===== src/rtl/proc_control.sv =====
// Multi-cycle control FSM for the basic CPU datapath: drives the bus-mux select,
// register load enables and ALU op while sequencing one 9-bit instruction per run.
module proc_control #(
    parameter int         CNT_W    = 16,
    parameter logic [3:0] SEL_G    = 4'd8,
    parameter logic [3:0] SEL_DIN  = 4'd9,
    parameter logic [3:0] SEL_NONE = 4'd15
) (
    input  logic             clock,
    input  logic             reset,
    input  logic             run,
    input  logic [8:0]       ir,
    output logic [3:0]       select,
    output logic [7:0]       rin,
    output logic             ain,
    output logic             gin,
    output logic             irin,
    output logic [1:0]       alu_op,
    output logic             done,
    output logic             busy,
    output logic [CNT_W-1:0] icount
);

    typedef enum logic [1:0] {T0, T1, T2, T3} state_t;

    localparam logic [2:0] OP_MV  = 3'b000;
    localparam logic [2:0] OP_MVI = 3'b001;
    localparam logic [2:0] OP_ADD = 3'b010;
    localparam logic [2:0] OP_SUB = 3'b011;
    localparam logic [2:0] OP_AND = 3'b100;

    state_t     state, state_nxt;
    logic [2:0] opc, rx, ry;
    logic [7:0] rx_oh;

    assign opc   = ir[8:6];
    assign rx    = ir[5:3];
    assign ry    = ir[2:0];
    assign rx_oh = 8'd1 << rx;

    // Outputs are purely combinational so the datapath sees them in the same cycle.
    always_comb begin
        select    = SEL_NONE;
        rin       = '0;
        ain       = 1'b0;
        gin       = 1'b0;
        irin      = 1'b0;
        alu_op    = 2'b00;
        done      = 1'b0;
        state_nxt = state;
        if (!reset) begin
            case (state)
                T0: begin
                    if (run) begin
                        irin      = 1'b1;
                        select    = SEL_DIN;
                        state_nxt = T1;
                    end
                end
                T1: begin
                    case (opc)
                        OP_MV: begin
                            select    = {1'b0, ry};
                            rin       = rx_oh;
                            done      = 1'b1;
                            state_nxt = T0;
                        end
                        OP_MVI: begin
                            select    = SEL_DIN;
                            rin       = rx_oh;
                            done      = 1'b1;
                            state_nxt = T0;
                        end
                        OP_ADD, OP_SUB, OP_AND: begin
                            select    = {1'b0, rx};
                            ain       = 1'b1;
                            state_nxt = T2;
                        end
                        default: begin
                            // Undefined opcodes retire as a nop.
                            done      = 1'b1;
                            state_nxt = T0;
                        end
                    endcase
                end
                T2: begin
                    select    = {1'b0, ry};
                    gin       = 1'b1;
                    case (opc)
                        OP_SUB:  alu_op = 2'b01;
                        OP_AND:  alu_op = 2'b10;
                        default: alu_op = 2'b00;
                    endcase
                    state_nxt = T3;
                end
                T3: begin
                    select    = SEL_G;
                    rin       = rx_oh;
                    done      = 1'b1;
                    state_nxt = T0;
                end
                default: state_nxt = T0;
            endcase
        end
    end

    assign busy = !reset && (state != T0);

    always_ff @(posedge clock) begin
        if (reset) begin
            state  <= T0;
            icount <= '0;
        end else begin
            state <= state_nxt;
            if (done)
                icount <= icount + 1'b1;
        end
    end

endmodule


===== config.mk =====
export PLATFORM = sky130hd
export DESIGN_NAME = proc_control
export DESIGN_NICKNAME = d
export VERILOG_FILES = /design/src/rtl/proc_control.sv
export SDC_FILE = /design/constraint.sdc
export NUM_CORES = 1
export LEC_CHECK = 0
export BUFFER_PORTS_ARGS = -buffer_cell sky130_fd_sc_hd__buf_2
export CAP_MARGIN = 30
export CORE_MARGIN = 1
export CORE_UTILIZATION = 30
export DETAILED_ROUTE_END_ITERATION = 8
export GPL_TIMING_DRIVEN = 0
export PLACE_DENSITY_LB_ADDON = 0.08
export SYNTH_ARGS = -nofsm -noshare
export SYNTH_HDL_FRONTEND = slang
export SYNTH_SLANG_ARGS = --single-unit

===== constraint.sdc =====
create_clock -name clock -period 1.84 [get_ports clock]
set_clock_uncertainty 0.1 [all_clocks]
set_input_delay 0.092 -clock clock [delete_from_list [all_inputs] [get_ports clock]]
set_output_delay 0.092 -clock clock [all_outputs]
set_load 0.005 [all_outputs]

# [Yosys cells after proc, flatten, opt, wreduce, memory -nomap -nowiden]
# Index checks and enable logic that the tools add are counted.
[op_classes] add_sub_neg=1 n_bitwise=0 eq_ne=8 mul=0 shift=1 n_reduce_logical=7 muxes=24 n_div=0 magnitude_cmp=0
[op_table] op="16-bit by 1-bit adder with 16-bit output (second input constant)" count=1
[op_table] op="8-bit 2-to-1 mux" count=2
[op_table] op="4-bit case mux with 4 select lines" count=1
[op_table] op="8-bit case mux with 2 select lines" count=1
[op_table] op="4-bit case mux with 3 select lines" count=1
[op_table] op="1-bit 2-to-1 mux" count=10
[op_table] op="2-bit 2-to-1 mux" count=4
[op_table] op="2-bit case mux with 4 select lines" count=1
[op_table] op="1-bit by 3-bit left shift with 8-bit output (first input constant)" count=1
[op_table] op="3-bit by 2-bit == test with 1-bit output (second input constant)" count=2
[op_table] op="2-bit == test (second input constant)" count=2
[op_table] op="4-bit 2-to-1 mux" count=1
[op_table] op="2-bit case mux with 2 select lines" count=1
[op_table] op="3-bit by 1-bit == test with 1-bit output (second input constant)" count=1
[op_table] op="3-bit == test (second input constant)" count=1
[op_table] op="3-bit zero test" count=1
[op_table] op="3-bit 2-to-1 mux" count=1
[op_table] op="3-bit OR reduction" count=1
[op_table] op="2-bit by 1-bit == test with 1-bit output (second input constant)" count=1
[op_table] op="2-bit zero test" count=1
[op_table] op="2-bit != test (second input constant)" count=1
[op_table] op="1-bit case mux with 2 select lines" count=1
[op_table] op="2-bit nonzero test" count=1
[op_table] op="2-bit OR reduction" count=1
[op_table] op="2 further kinds" count=2
[word_totals] romBits=0 mem_bits_rw=0 out_inout_bits=35 mem_count=0 word_cells=43 latch_bits=0 regBits=18 inputBits=12

# [Depth between registers and ports, before layout]
# Gate-level depths: netlist of the first run.
[logic_depth] ltp_word=5 depth_mapped=7 depth_no_buf=5

# [Worst setup path before layout of the first run]
# OpenSTA, ideal clock, no wires.
[synth_path] path_kind="reg-to-reg" from="register with a tool-made name" to="register icount[7]" path_slack_ps=39 arrival_time_ps=1630 synth_period_minus_slack_ps=1801 path_buffers=2 stages_incl_launch_ff=7 cell_sequence="dfxtp_1 buf_4 nor3b_4 or3_1 buf_6 or4_1 a21oi_1"
[synth_lines] element="end signal, assigned" line="116" source="icount <= icount + 1'b1;"
[synth_lines] element="end, declared" line="21" source="output logic [CNT_W-1:0] icount"

==> results of run 1 <==
[worst max path at each step]
stage,depth (start not counted),start,end
after detailed placement,5,icount[0],icount[12]
final,5,register,icount[12]
after global routing,5,register,done
after CTS,6,state[0],select[1]
after floorplan,6,register,icount[7]
after global placement,4,icount[2],icount[9]
[repair_timing]
| action | CTS | global route |
|---|---|---|
| cloned | 0 | 1 |
| setup endpoints to repair | 10 | 14 |
| gates resized for setup | 9 | 26 |
| hold endpoints to repair | 0 | 0 |
| pin swaps | 4 | 8 |
| buffers inserted | 4 | 4 |
[stage by stage]
stage / hold WS, ps / setup WS (ps)
global placement: 282 / -130
floorplan: 120 / 39.1
detailed placement: 281 / -136
CTS: 10.9 / 2.47
global route: 27.7 / -41.0
finish: 12.2 / 41.1
[routing by layer]
layer / part of all wire, % / vias to the layer above
met3: 5.2 / 2
met5: 0 / -
li1: - / 659
met4: 0.40 / 0
met1: 44 / 636
met2: 50 / 38
[kinds of logic after synthesis]
| logic type | Yosys count | share of synthesized area [%] |
|---|---|---|
| fa+ha+maj | 1 | 1.08 |
| compound gates | 31 | 18.2 |
| mux | 1 | 0.865 |
| flops | 18 | 31.1 |
| simple gates | 80 | 40.1 |
| buf+inv | 12 | 5.62 |
| xor+xnor | 4 | 3.03 |
[critical path: cells and delay by family, from the launching register on]
kind	cells	cell delay, ps
AO/OA/AOI/OAI	1	120
buffers and inverters	1	140
flip-flops	1	400
AND/OR/NAND/NOR	3	970
[state kept, by name, indices dropped and copies added, names as in the netlist, named ones only]
register,cells
state,1
icount,16
[power breakdown]
group          switching, uW  total, uW  internal [uW]
sequential              10.0        405            395
combinational           91.4        164           72.9
clock                    139        329            190
total                    240        898            658
[placed cells by master (no fill, tap or decap), types with 2 or more instances in the layout]
master,n
sky130_fd_sc_hd__buf_2,45
sky130_fd_sc_hd__nand3_1,6
sky130_fd_sc_hd__nor2_1,16
sky130_fd_sc_hd__nor3_1,11
sky130_fd_sc_hd__buf_6,3
sky130_fd_sc_hd__a21oi_1,7
sky130_fd_sc_hd__and3_1,3
sky130_fd_sc_hd__o311ai_0,4
sky130_fd_sc_hd__and4_1,2
sky130_fd_sc_hd__dfxtp_1,12
sky130_fd_sc_hd__nand2_1,11
sky130_fd_sc_hd__or2_2,3
sky130_fd_sc_hd__or3_4,2
sky130_fd_sc_hd__clkbuf_1,2
sky130_fd_sc_hd__o31ai_1,3
sky130_fd_sc_hd__inv_1,4
sky130_fd_sc_hd__or4_4,2
sky130_fd_sc_hd__xnor2_1,2
sky130_fd_sc_hd__xor2_1,2
sky130_fd_sc_hd__nor2b_1,2
sky130_fd_sc_hd__dfxtp_2,4
sky130_fd_sc_hd__nand4_1,3
sky130_fd_sc_hd__clkbuf_8,4
sky130_fd_sc_hd__dfxtp_4,2
sky130_fd_sc_hd__o21ai_0,4
sky130_fd_sc_hd__buf_4,8
sky130_fd_sc_hd__nand2b_1,3
sky130_fd_sc_hd__o41ai_1,5
sky130_fd_sc_hd__or4b_4,2
sky130_fd_sc_hd__a21oi_2,4
[final cells by class]
cell class	count	area (sq um)	area share, %
Tap cell	48	60.1	3.61
Clock buffer	4	55.1	3.31
Sequential cell	18	373	22.4
Buffer	5	37.5	2.25
Timing Repair Buffer	54	297	17.8
Inverter	5	22.5	1.35
Multi-Input combinational cell	117	821	49.3
==> load_flow_metrics.sql, run 1 <==
INSERT INTO impl_metrics (metric_group, metric, value, unit) VALUES
('outcome', 'run_status', 'completed', ''),
('detailed_routing', 'drcViolationCount', '0', ''),
('timing', 'worst-slew-pin-transition', '567', 'ps'),
('detailed_routing', 'drt.antenna.violating_nets', '0', ''),
('clock_tree', 'cts_buffers', '3', ''),
('synth', 'synth_largest_area_cell', 'sky130_fd_sc_hd__dfxtp_1', ''),
('global_route', 'grt_max_degree', '11', ''),
('global_route', 'grt_pass1_vias', '1204', ''),
('synth', 'synthesis.nets', '160', ''),
('floorplanning', 'coreArea', '0.00369', 'sq mm'),
('setup_path', 'critPathRequiredTime', '1930', 'ps'),
('timing', 'finalCriticalPeriod', '1800', 'ps'),
('synth', 'synth_top_area_share', '31.1', '%'),
('setup_path', 'path_class', 'reg -> reg', ''),
('timing', 'worst_slew_margin_rel', '62.2', '%'),
('hold_path', 'min_path_cells', '3', ''),
('floorplanning', 'horizontal_extent_of_the_die', '64.1', 'um'),
('floorplanning', 'std_cell_rows', '22', ''),
('power_and_ir_drop', 'max-vdd-ir-drop', '0.000325', 'V'),
('placement', 'dpl.cell_count', '240', ''),
('synth', 'synth_area_per_cell', '7.87', 'sq um'),
('global_route', 'number_of_antenna_violations_at_the_first_check_in_global_routing', '0', ''),
('detailed_routing', 'vias', '1335', ''),
('timing', 'setup_viol', '0', ''),
('cells_and_area', 'n_antenna_cell', '0', ''),
('timing', 'min_period_over_period', '97.8', '%'),
('timing', 'maxSlewViolCount', '0', ''),
('setup_path', 'critical_path.max_stage_delay', '510', 'ps'),
('cells_and_area', 'nNetsFinal', '217', ''),
('power_and_ir_drop', 'post-layout-total-power', '898', 'uW'),
('clock_tree', 'worst_setup_hold_path_clk_slew', '70', 'ps'),
('synth', 'ys.flop_type', 'sky130_fd_sc_hd__dfxtp_1', ''),
('floorplanning', 'fp.dieArea', '0.00411', 'sq mm'),
('clock_tree', 'clockBufferDepth', '2', ''),
('clock_tree', 'cts-hold-fix-buffers', '0', ''),
('detailed_routing', 'routed_via_density', '5.32', ''),
('timing', 'fmax', '556', 'MHz'),
('hold_path', 'hold-path-endpoint', 'state[0]', ''),
('placement', 'place_congestion', '0.765', ''),
('run', 'maxCapViolations', '0', ''),
('setup_path', 'r2r_end', 'icount[12]', ''),
('cells_and_area', 'final_util', '45.1', '%'),
('clock_tree', 'clkSinkCount', '18', ''),
('clock_tree', 'cts.root.buffer_cell', 'sky130_fd_sc_hd__clkbuf_8', ''),
('cells_and_area', 'stdcell_count', '251', ''),
('clock_tree', 'cts_tree', 'built', ''),
('power_and_ir_drop', 'power.leakage', '0.000673', 'uW'),
('timing', 'timing.final.hold_violations', '0', ''),
('global_route', 'grt.met1_usage', '22.2', '%'),
('timing', 'fin_setup_tns', '0', 'ps'),
('setup_path', 'worst-path-max-fanout', '6', ''),
('synth', 'flip_flop_and_latch_count_after_synthesis', '18', ''),
('synth', 'seq_total_area_yosys', '31.1', '%'),
('setup_path', 'timing.critical_path.cells', 'nor3b_4 > or3_4 > buf_6 > or4b_4 > a21oi_2', ''),
('detailed_routing', 'starting_drc_count_in_detailed_routing', '89', ''),
('cells_and_area', 'post_route_standard_cell_area_excluding_fillers', '0.00167', 'sq mm'),
('synth', 'synthesis.yosys.warnings', '0', ''),
('cells_and_area', 'drive_above_1_share', '44.3', '%'),
('floorplanning', 'num_io_pins', '47', ''),
('placement', 'half_perimeter_wire_length_of_the_detailed_placement_result', '2460', 'um'),
('detailed_routing', 'drt_first_pass_iters', '6', ''),
('synth', 'number_of_synthesized_flops_with_an_enable_pin', '0', ''),
('detailed_routing', 'detail_route.wirelength', '3490', 'um'),
('global_route', 'all_layer_global_routing_usage', '16.9', '%'),
('synth', 'synth.area.top_cells', 'sky130_fd_sc_hd__dfxtp_1 (31%), sky130_fd_sc_hd__nor3_1 (5.2%), sky130_fd_sc_hd__nor2_1 (5.2%)', ''),
('synth', 'async_flop_share', '0', '%'),
('synth', 'post_synth_inst_count', '147', ''),
('setup_path', 'reg2reg_depth', '5', ''),
('timing', 'rsz_0062_raised_after_global_routing', 'yes', ''),
('floorplanning', 'chipHeight', '64.1', 'um'),
('placement', 'post_dp_cell_area', '0.00144', 'sq mm');
No activity file was read; power rests on OpenSTA's default activity.
==> run 2: changes to the inputs <==
==> constraint.sdc (replaced) <==
create_clock -name clock -period 2.2 [get_ports clock]
set_clock_uncertainty 0.1 [all_clocks]
set_input_delay 0.11 -clock clock [delete_from_list [all_inputs] [get_ports clock]]
set_output_delay 0.11 -clock clock [all_outputs]
set_load 0.005 [all_outputs]
==> load_flow_metrics.sql, run 2 (synthesized netlist as in run 1, its figures left out) <==
INSERT INTO impl_metrics (metric_group, metric, value, unit) VALUES
('detailed_routing', 'routed_wire_length_per_instance', '13.3', 'um'),
('power_and_ir_drop', 'power.leakage', '0.000617', 'uW'),
('cells_and_area', 'final_util', '40.8', '%'),
('clock_tree', 'cts.root.buffer_cell', 'sky130_fd_sc_hd__clkbuf_8', ''),
('floorplanning', 'fp.dieArea', '0.00411', 'sq mm'),
('timing', 'rsz_0062_raised_after_global_routing', 'no', ''),
('clock_tree', 'cts.htree.levels', '1', ''),
('clock_tree', 'clockBufferDepth', '2', ''),
('setup_path', 'cp-start-kind', 'register', ''),
('cells_and_area', 'flip_flop_count_of_the_largest_register_all_copies_and_words_added', '16', ''),
('setup_path', 'end_kind', 'register', ''),
('timing', 'fmax', '500', 'MHz'),
('power_and_ir_drop', 'max-vdd-ir-drop', '0.000274', 'V'),
('placement', 'dpl.cell_count', '240', ''),
('detailed_routing', 'detail_route.wirelength', '3250', 'um'),
('timing', 'maxSlewViolCount', '0', ''),
('timing', 'setup_viol', '0', ''),
('timing', 'timing.final.hold_violations', '0', ''),
('clock_tree', 'cts-hold-fix-buffers', '0', ''),
('cells_and_area', 'synthToLayoutAreaGrowth', '29.9', '%'),
('timing', 'min_period_over_period', '90.9', '%'),
('power_and_ir_drop', 'powerDensity', '485', 'mW/mm^2'),
('timing', 'worst_slew_margin_rel', '67.1', '%'),
('clock_tree', 'clkSinkCount', '18', ''),
('global_route', 'grt_pass1_vias', '1164', ''),
('detailed_routing', 'vias', '1267', ''),
('floorplanning', 'std_cell_rows', '22', ''),
('run', 'maxCapViolations', '0', ''),
('cells_and_area', 'layout_common_cells', 'sky130_fd_sc_hd__buf_2 (46), sky130_fd_sc_hd__dfxtp_1 (18), sky130_fd_sc_hd__nor2_1 (16), sky130_fd_sc_hd__nand2_1 (12), sky130_fd_sc_hd__nor3_1 (12)', ''),
('global_route', 'gr-total-overflow', '0', ''),
('cells_and_area', 'drive_above_1_share', '31.1', '%'),
('floorplanning', 'chipHeight', '64.1', 'um'),
('timing', 'whs', '36.1', 'ps'),
('timing', 'worst-slew-pin-transition', '494', 'ps'),
('cells_and_area', 'layout_commonest_cell', 'sky130_fd_sc_hd__buf_2', ''),
('floorplanning', 'initial_core_util', '31.4', '%'),
('placement', 'half_perimeter_wire_length_of_the_detailed_placement_result', '2460', 'um'),
('detailed_routing', 'drcViolationCount', '0', ''),
('detailed_routing', 'drt.antenna.violating_nets', '0', ''),
('clock_tree', 'cts_tree', 'built', ''),
('global_route', 'grt_max_degree', '11', ''),
('clock_tree', 'post_cts.resized_instances', '0', ''),
('floorplanning', 'num_io_pins', '47', ''),
('global_route', 'all_layer_global_routing_usage', '16.7', '%'),
('placement', 'place_congestion', '0.765', ''),
('setup_path', 'critPathRequiredTime', '2280', 'ps'),
('cells_and_area', 'biggestRegsByFlops', 'icount (16), state (1)', ''),
('hold_path', 'timing.hold.worst.class', 'in -> reg', ''),
('timing', 'fin_setup_tns', '0', 'ps'),
('cells_and_area', 'num-fill-cells', '406', ''),
('clock_tree', 'cts_buffers', '3', ''),
('placement', 'buffer_ports.inserted', '45', ''),
('cells_and_area', 'stdcell_count', '244', ''),
('cells_and_area', 'nNetsFinal', '210', ''),
('timing', 'finalCriticalPeriod', '2000', 'ps'),
('cells_and_area', 'n_antenna_cell', '0', ''),
('detailed_routing', 'starting_drc_count_in_detailed_routing', '85', ''),
('setup_path', 'critPathArrivalTime', '2080', 'ps'),
('clock_tree', 'worstSkewPairLatency', '250', 'ps'),
('detailed_routing', 'routed_via_density', '5.19', ''),
('clock_tree', 'worst_setup_hold_path_clk_slew', '70', 'ps'),
('global_route', 'number_of_antenna_violations_at_the_first_check_in_global_routing', '0', ''),
('global_route', 'grt_pass1_wl', '5460', 'um'),
('setup_path', 'worst-path-max-fanout', '7', ''),
('setup_path', 'path_class', 'reg -> reg', ''),
('cells_and_area', 'max_flop_register', 'icount', ''),
('clock_tree', 'cts_setup_buffers', '0', ''),
('detailed_routing', 'drt_first_pass_iters', '4', ''),
('floorplanning', 'horizontal_extent_of_the_die', '64.1', 'um'),
('outcome', 'run_status', 'completed', ''),
('floorplanning', 'coreArea', '0.00369', 'sq mm');
run 2: changes by cell type in the layout (fill, tap and decap cells not counted), moves of 2 or more:
cell	before	now
sky130_fd_sc_hd__a21oi_1	7	11
sky130_fd_sc_hd__a21oi_2	4	0
sky130_fd_sc_hd__buf_4	8	1
sky130_fd_sc_hd__dfxtp_1	12	18
sky130_fd_sc_hd__dfxtp_2	4	0
sky130_fd_sc_hd__dfxtp_4	2	0
sky130_fd_sc_hd__or3_1	0	2
sky130_fd_sc_hd__or3_4	2	0
sky130_fd_sc_hd__or4_1	0	2
sky130_fd_sc_hd__or4_4	2	0
sky130_fd_sc_hd__or4b_1	0	2
sky130_fd_sc_hd__or4b_4	2	0
run 2: metrics by stage:
| stage | power (uW) | setup slack (ps) | cell area [sq um] |
|---|---|---|---|
| 2_1_floorplan | 418 | 399 | 1160 |
| 3_3_place_gp | 463 | 230 | 1440 |
| 3_5_place_dp | 464 | 224 | 1440 |
| 4_1_cts | 738 | 92.7 | 1500 |
| 5_1_grt | 774 | 68.0 | 1500 |
| 6_report | 729 | 201 | 1500 |
run 2: per-layer routing:
metal | global-route usage [%] | wire, um | vias up
met2 | 28.2 | 1530 | 37
met3 | 3.57 | 185 | 2
met4 | 2.50 | 14 | 0
li1 | - | - | 648
met1 | 22.3 | 1530 | 580
met5 | 0 | 0 | -
run 2: final timing paths:
kind | start | slack (ps) | to | cells past startpoint
max | icount[0] | 200 | icount[12] | 5
min | run | 40 | state[0] | 3
max reg2reg | icount[0] | 200 | icount[12] | 5
min reg2reg | icount[13] | 390 | icount[13] | 1
run 2: critical path, cell delays in order, from the launching register on:
cell	delay, ps
sky130_fd_sc_hd__dfxtp_1	380
sky130_fd_sc_hd__ha_1	210
sky130_fd_sc_hd__nand2_1	200
sky130_fd_sc_hd__nor3_1	430
sky130_fd_sc_hd__or4b_1	470
sky130_fd_sc_hd__a21oi_1	150
run 2: layout make-up:
type,instances,area (sq um),share of cell area (%)
clock buffers,4,55.1,3.66
multi-input cells,117,737,49.0
repair buffers,45,225,15.0
flip-flops and latches,18,360,24.0
inverters,5,18.8,1.25
plain buffers,7,47.5,3.16
well taps,48,60.1,3.99
run 2: power breakdown:
| part | internal, uW | switching [uW] | leakage (uW) |
|---|---|---|---|
| sequential | 331 | 3.70 | 0.000146 |
| clock | 159 | 112 | 0.0000288 |
| combinational | 50.2 | 73.5 | 0.000443 |
| total | 540 | 189 | 0.000617 |
==> run 3: changes to the inputs <==
--- a/config.mk
+++ b/config.mk
@@ -7,11 +7,12 @@
 export LEC_CHECK = 0
 export BUFFER_PORTS_ARGS = -buffer_cell sky130_fd_sc_hd__buf_2
 export CAP_MARGIN = 30
-export CORE_MARGIN = 1
 export CORE_UTILIZATION = 30
 export DETAILED_ROUTE_END_ITERATION = 8
 export GPL_TIMING_DRIVEN = 0
+export MAX_ROUTING_LAYER = met4
 export PLACE_DENSITY_LB_ADDON = 0.08
 export SYNTH_ARGS = -nofsm -noshare
 export SYNTH_HDL_FRONTEND = slang
 export SYNTH_SLANG_ARGS = --single-unit
+export TNS_END_PERCENT = 5
==> load_flow_metrics.sql, run 3 (synthesized netlist as in run 1, its figures left out) <==
INSERT INTO impl_metrics (metric_group, metric, value, unit) VALUES
('outcome', 'run_status', 'completed', ''),
('clock_tree', 'cts-hold-fix-buffers', '0', ''),
('global_route', 'grt_pass1_vias', '1164', ''),
('setup_path', 'cp-start-kind', 'register', ''),
('power_and_ir_drop', 'post-layout-total-power', '729', 'uW'),
('detailed_routing', 'routed_via_density', '5.19', ''),
('timing', 'fin_setup_tns', '0', 'ps'),
('cells_and_area', 'stdcell_count', '244', ''),
('detailed_routing', 'drcViolationCount', '0', ''),
('cells_and_area', 'max_flop_register', 'icount', ''),
('floorplanning', 'num_io_pins', '47', ''),
('clock_tree', 'cts_buffers', '3', ''),
('timing', 'worst_slew_margin_rel', '67.1', '%'),
('clock_tree', 'post_cts.resized_instances', '0', ''),
('floorplanning', 'chipHeight', '64.1', 'um'),
('clock_tree', 'worstSkewPairLatency', '250', 'ps'),
('timing', 'maxSlewViolCount', '0', ''),
('power_and_ir_drop', 'powerDensity', '485', 'mW/mm^2'),
('timing', 'timing.final.hold_violations', '0', ''),
('setup_path', 'worst_path_cell_with_the_longest_stage_delay', 'sky130_fd_sc_hd__or4b_1', ''),
('clock_tree', 'cts.root.buffer_cell', 'sky130_fd_sc_hd__clkbuf_8', ''),
('cells_and_area', 'nNetsFinal', '210', ''),
('setup_path', 'path_class', 'reg -> reg', ''),
('global_route', 'all_layer_global_routing_usage', '17.2', '%'),
('clock_tree', 'cts_setup_buffers', '0', ''),
('setup_path', 'worst-path-max-fanout', '7', ''),
('timing', 'fmax', '500', 'MHz'),
('clock_tree', 'cts.htree.levels', '1', ''),
('power_and_ir_drop', 'max-vdd-ir-drop', '0.000274', 'V'),
('cells_and_area', 'n_antenna_cell', '0', ''),
('detailed_routing', 'detail_route.wirelength', '3250', 'um'),
('floorplanning', 'horizontal_extent_of_the_die', '64.1', 'um'),
('setup_path', 'critPathRequiredTime', '2280', 'ps'),
('timing', 'min_period_over_period', '90.9', '%'),
('detailed_routing', 'drt.antenna.violating_nets', '0', ''),
('placement', 'place_congestion', '0.775', ''),
('floorplanning', 'coreArea', '0.00369', 'sq mm'),
('cells_and_area', 'biggestRegsByFlops', 'icount (16), state (1)', ''),
('timing', 'worst-slew-pin-transition', '494', 'ps'),
('detailed_routing', 'drt_first_pass_iters', '4', ''),
('placement', 'buffer_ports.inserted', '45', ''),
('detailed_routing', 'vias', '1267', ''),
('cells_and_area', 'synthToLayoutAreaGrowth', '29.9', '%'),
('setup_path', 'reg2reg_setup_slack', '200', 'ps'),
('power_and_ir_drop', 'power.leakage', '0.000617', 'uW'),
('cells_and_area', 'drive_above_1_share', '31.1', '%'),
('cells_and_area', 'area.sequential', '360', 'sq um'),
('cells_and_area', 'layout_commonest_cell', 'sky130_fd_sc_hd__buf_2', ''),
('setup_path', 'critPathArrivalTime', '2080', 'ps'),
('timing', 'rsz_0062_raised_after_global_routing', 'no', ''),
('placement', 'half_perimeter_wire_length_of_the_detailed_placement_result', '2460', 'um'),
('global_route', 'grt_pass1_wl', '5460', 'um'),
('floorplanning', 'std_cell_rows', '22', ''),
('cells_and_area', 'flip_flop_count_of_the_largest_register_all_copies_and_words_added', '16', ''),
('placement', 'dpl.cell_count', '240', ''),
('setup_path', 'timing.critical_path.cells', 'ha_1 > nand2_1 > nor3_1 > or4b_1 > a21oi_1', ''),
('cells_and_area', 'multi_input_logic_area', '737', 'sq um'),
('setup_path', 'end_kind', 'register', ''),
('setup_path', 'critical_path.max_stage_delay', '470', 'ps'),
('clock_tree', 'clockBufferDepth', '2', ''),
('global_route', 'gr-total-overflow', '0', ''),
('detailed_routing', 'starting_drc_count_in_detailed_routing', '85', ''),
('floorplanning', 'fp.dieArea', '0.00411', 'sq mm'),
('hold_path', 'timing.hold.worst.class', 'in -> reg', ''),
('detailed_routing', 'routed_wire_length_per_instance', '13.3', 'um'),
('setup_path', 'worst_r2r_startpoint', 'icount[0]', ''),
('setup_path', 'cp-endpoint', 'icount[12]', ''),
('cells_and_area', 'num-fill-cells', '406', ''),
('clock_tree', 'worst_setup_hold_path_clk_slew', '70', 'ps'),
('run', 'maxCapViolations', '0', ''),
('setup_path', 'timing.critical_path.from', 'icount[0]', ''),
('timing', 'setup_viol', '0', ''),
('floorplanning', 'initial_core_util', '31.4', '%'),
('timing', 'finalCriticalPeriod', '2000', 'ps'),
('global_route', 'grt_max_degree', '11', ''),
('clock_tree', 'clkSinkCount', '18', ''),
('setup_path', 'reg2reg_depth', '5', ''),
('cells_and_area', 'layout_common_cells', 'sky130_fd_sc_hd__buf_2 (46), sky130_fd_sc_hd__dfxtp_1 (18), sky130_fd_sc_hd__nor2_1 (16), sky130_fd_sc_hd__nand2_1 (12), sky130_fd_sc_hd__nor3_1 (12)', ''),
('global_route', 'number_of_antenna_violations_at_the_first_check_in_global_routing', '0', ''),
('clock_tree', 'cts_tree', 'built', ''),
('setup_path', 'r2r_end', 'icount[12]', '');
[run 3: through the flow]
stage	utilization, %	instance area [sq um]	hold WS (ps)	setup WS [ps]
floorplan	-	1160	156	399
global placement	39.1	1440	300	230
detailed placement	39.1	1440	299	224
CTS	40.6	1500	28.9	92.7
global route	40.8	1500	45.6	68.0
finish	40.8	1500	36.1	201
[run 3: power by group]
part	leakage, uW	internal (uW)	switching [uW]
Clock	0.0000288	159	112
Sequential	0.000146	331	3.70
Combinational	0.000443	50.2	73.5
[run 3: worst min path at each step]
| stage | startpoint | depth (start not counted) | endpoint | slack, ps |
|---|---|---|---|---|
| after floorplan | ir[4] | 1 | rin[0] | 160 |
| after global placement | run | 3 | state[0] | 300 |
| after CTS | run | 3 | state[0] | 30 |
| after global routing | run | 3 | state[0] | 50 |
| after detailed placement | run | 3 | state[0] | 300 |
| final | run | 3 | state[0] | 40 |
[run 3: layer usage]
layer,share of wire (%),track usage (%)
met1,47,22.3
met2,47,28.2
met3,5.7,3.57
met4,0.43,2.50
met5,0,-
[run 3: area by class of cell]
type	count	area share, %
Tap cell	48	3.99
Multi-Input combinational cell	117	49.0
Sequential cell	18	24.0
Inverter	5	1.25
Buffer	7	3.16
Timing Repair Buffer	45	15.0
Clock buffer	4	3.66
[run 3: worst max-delay path, delay by kind of cell, from the launching register on]
family	cells	cell delay, ps
fa+ha+maj	1	210
compound gates	1	150
flops	1	380
simple gates	3	1100
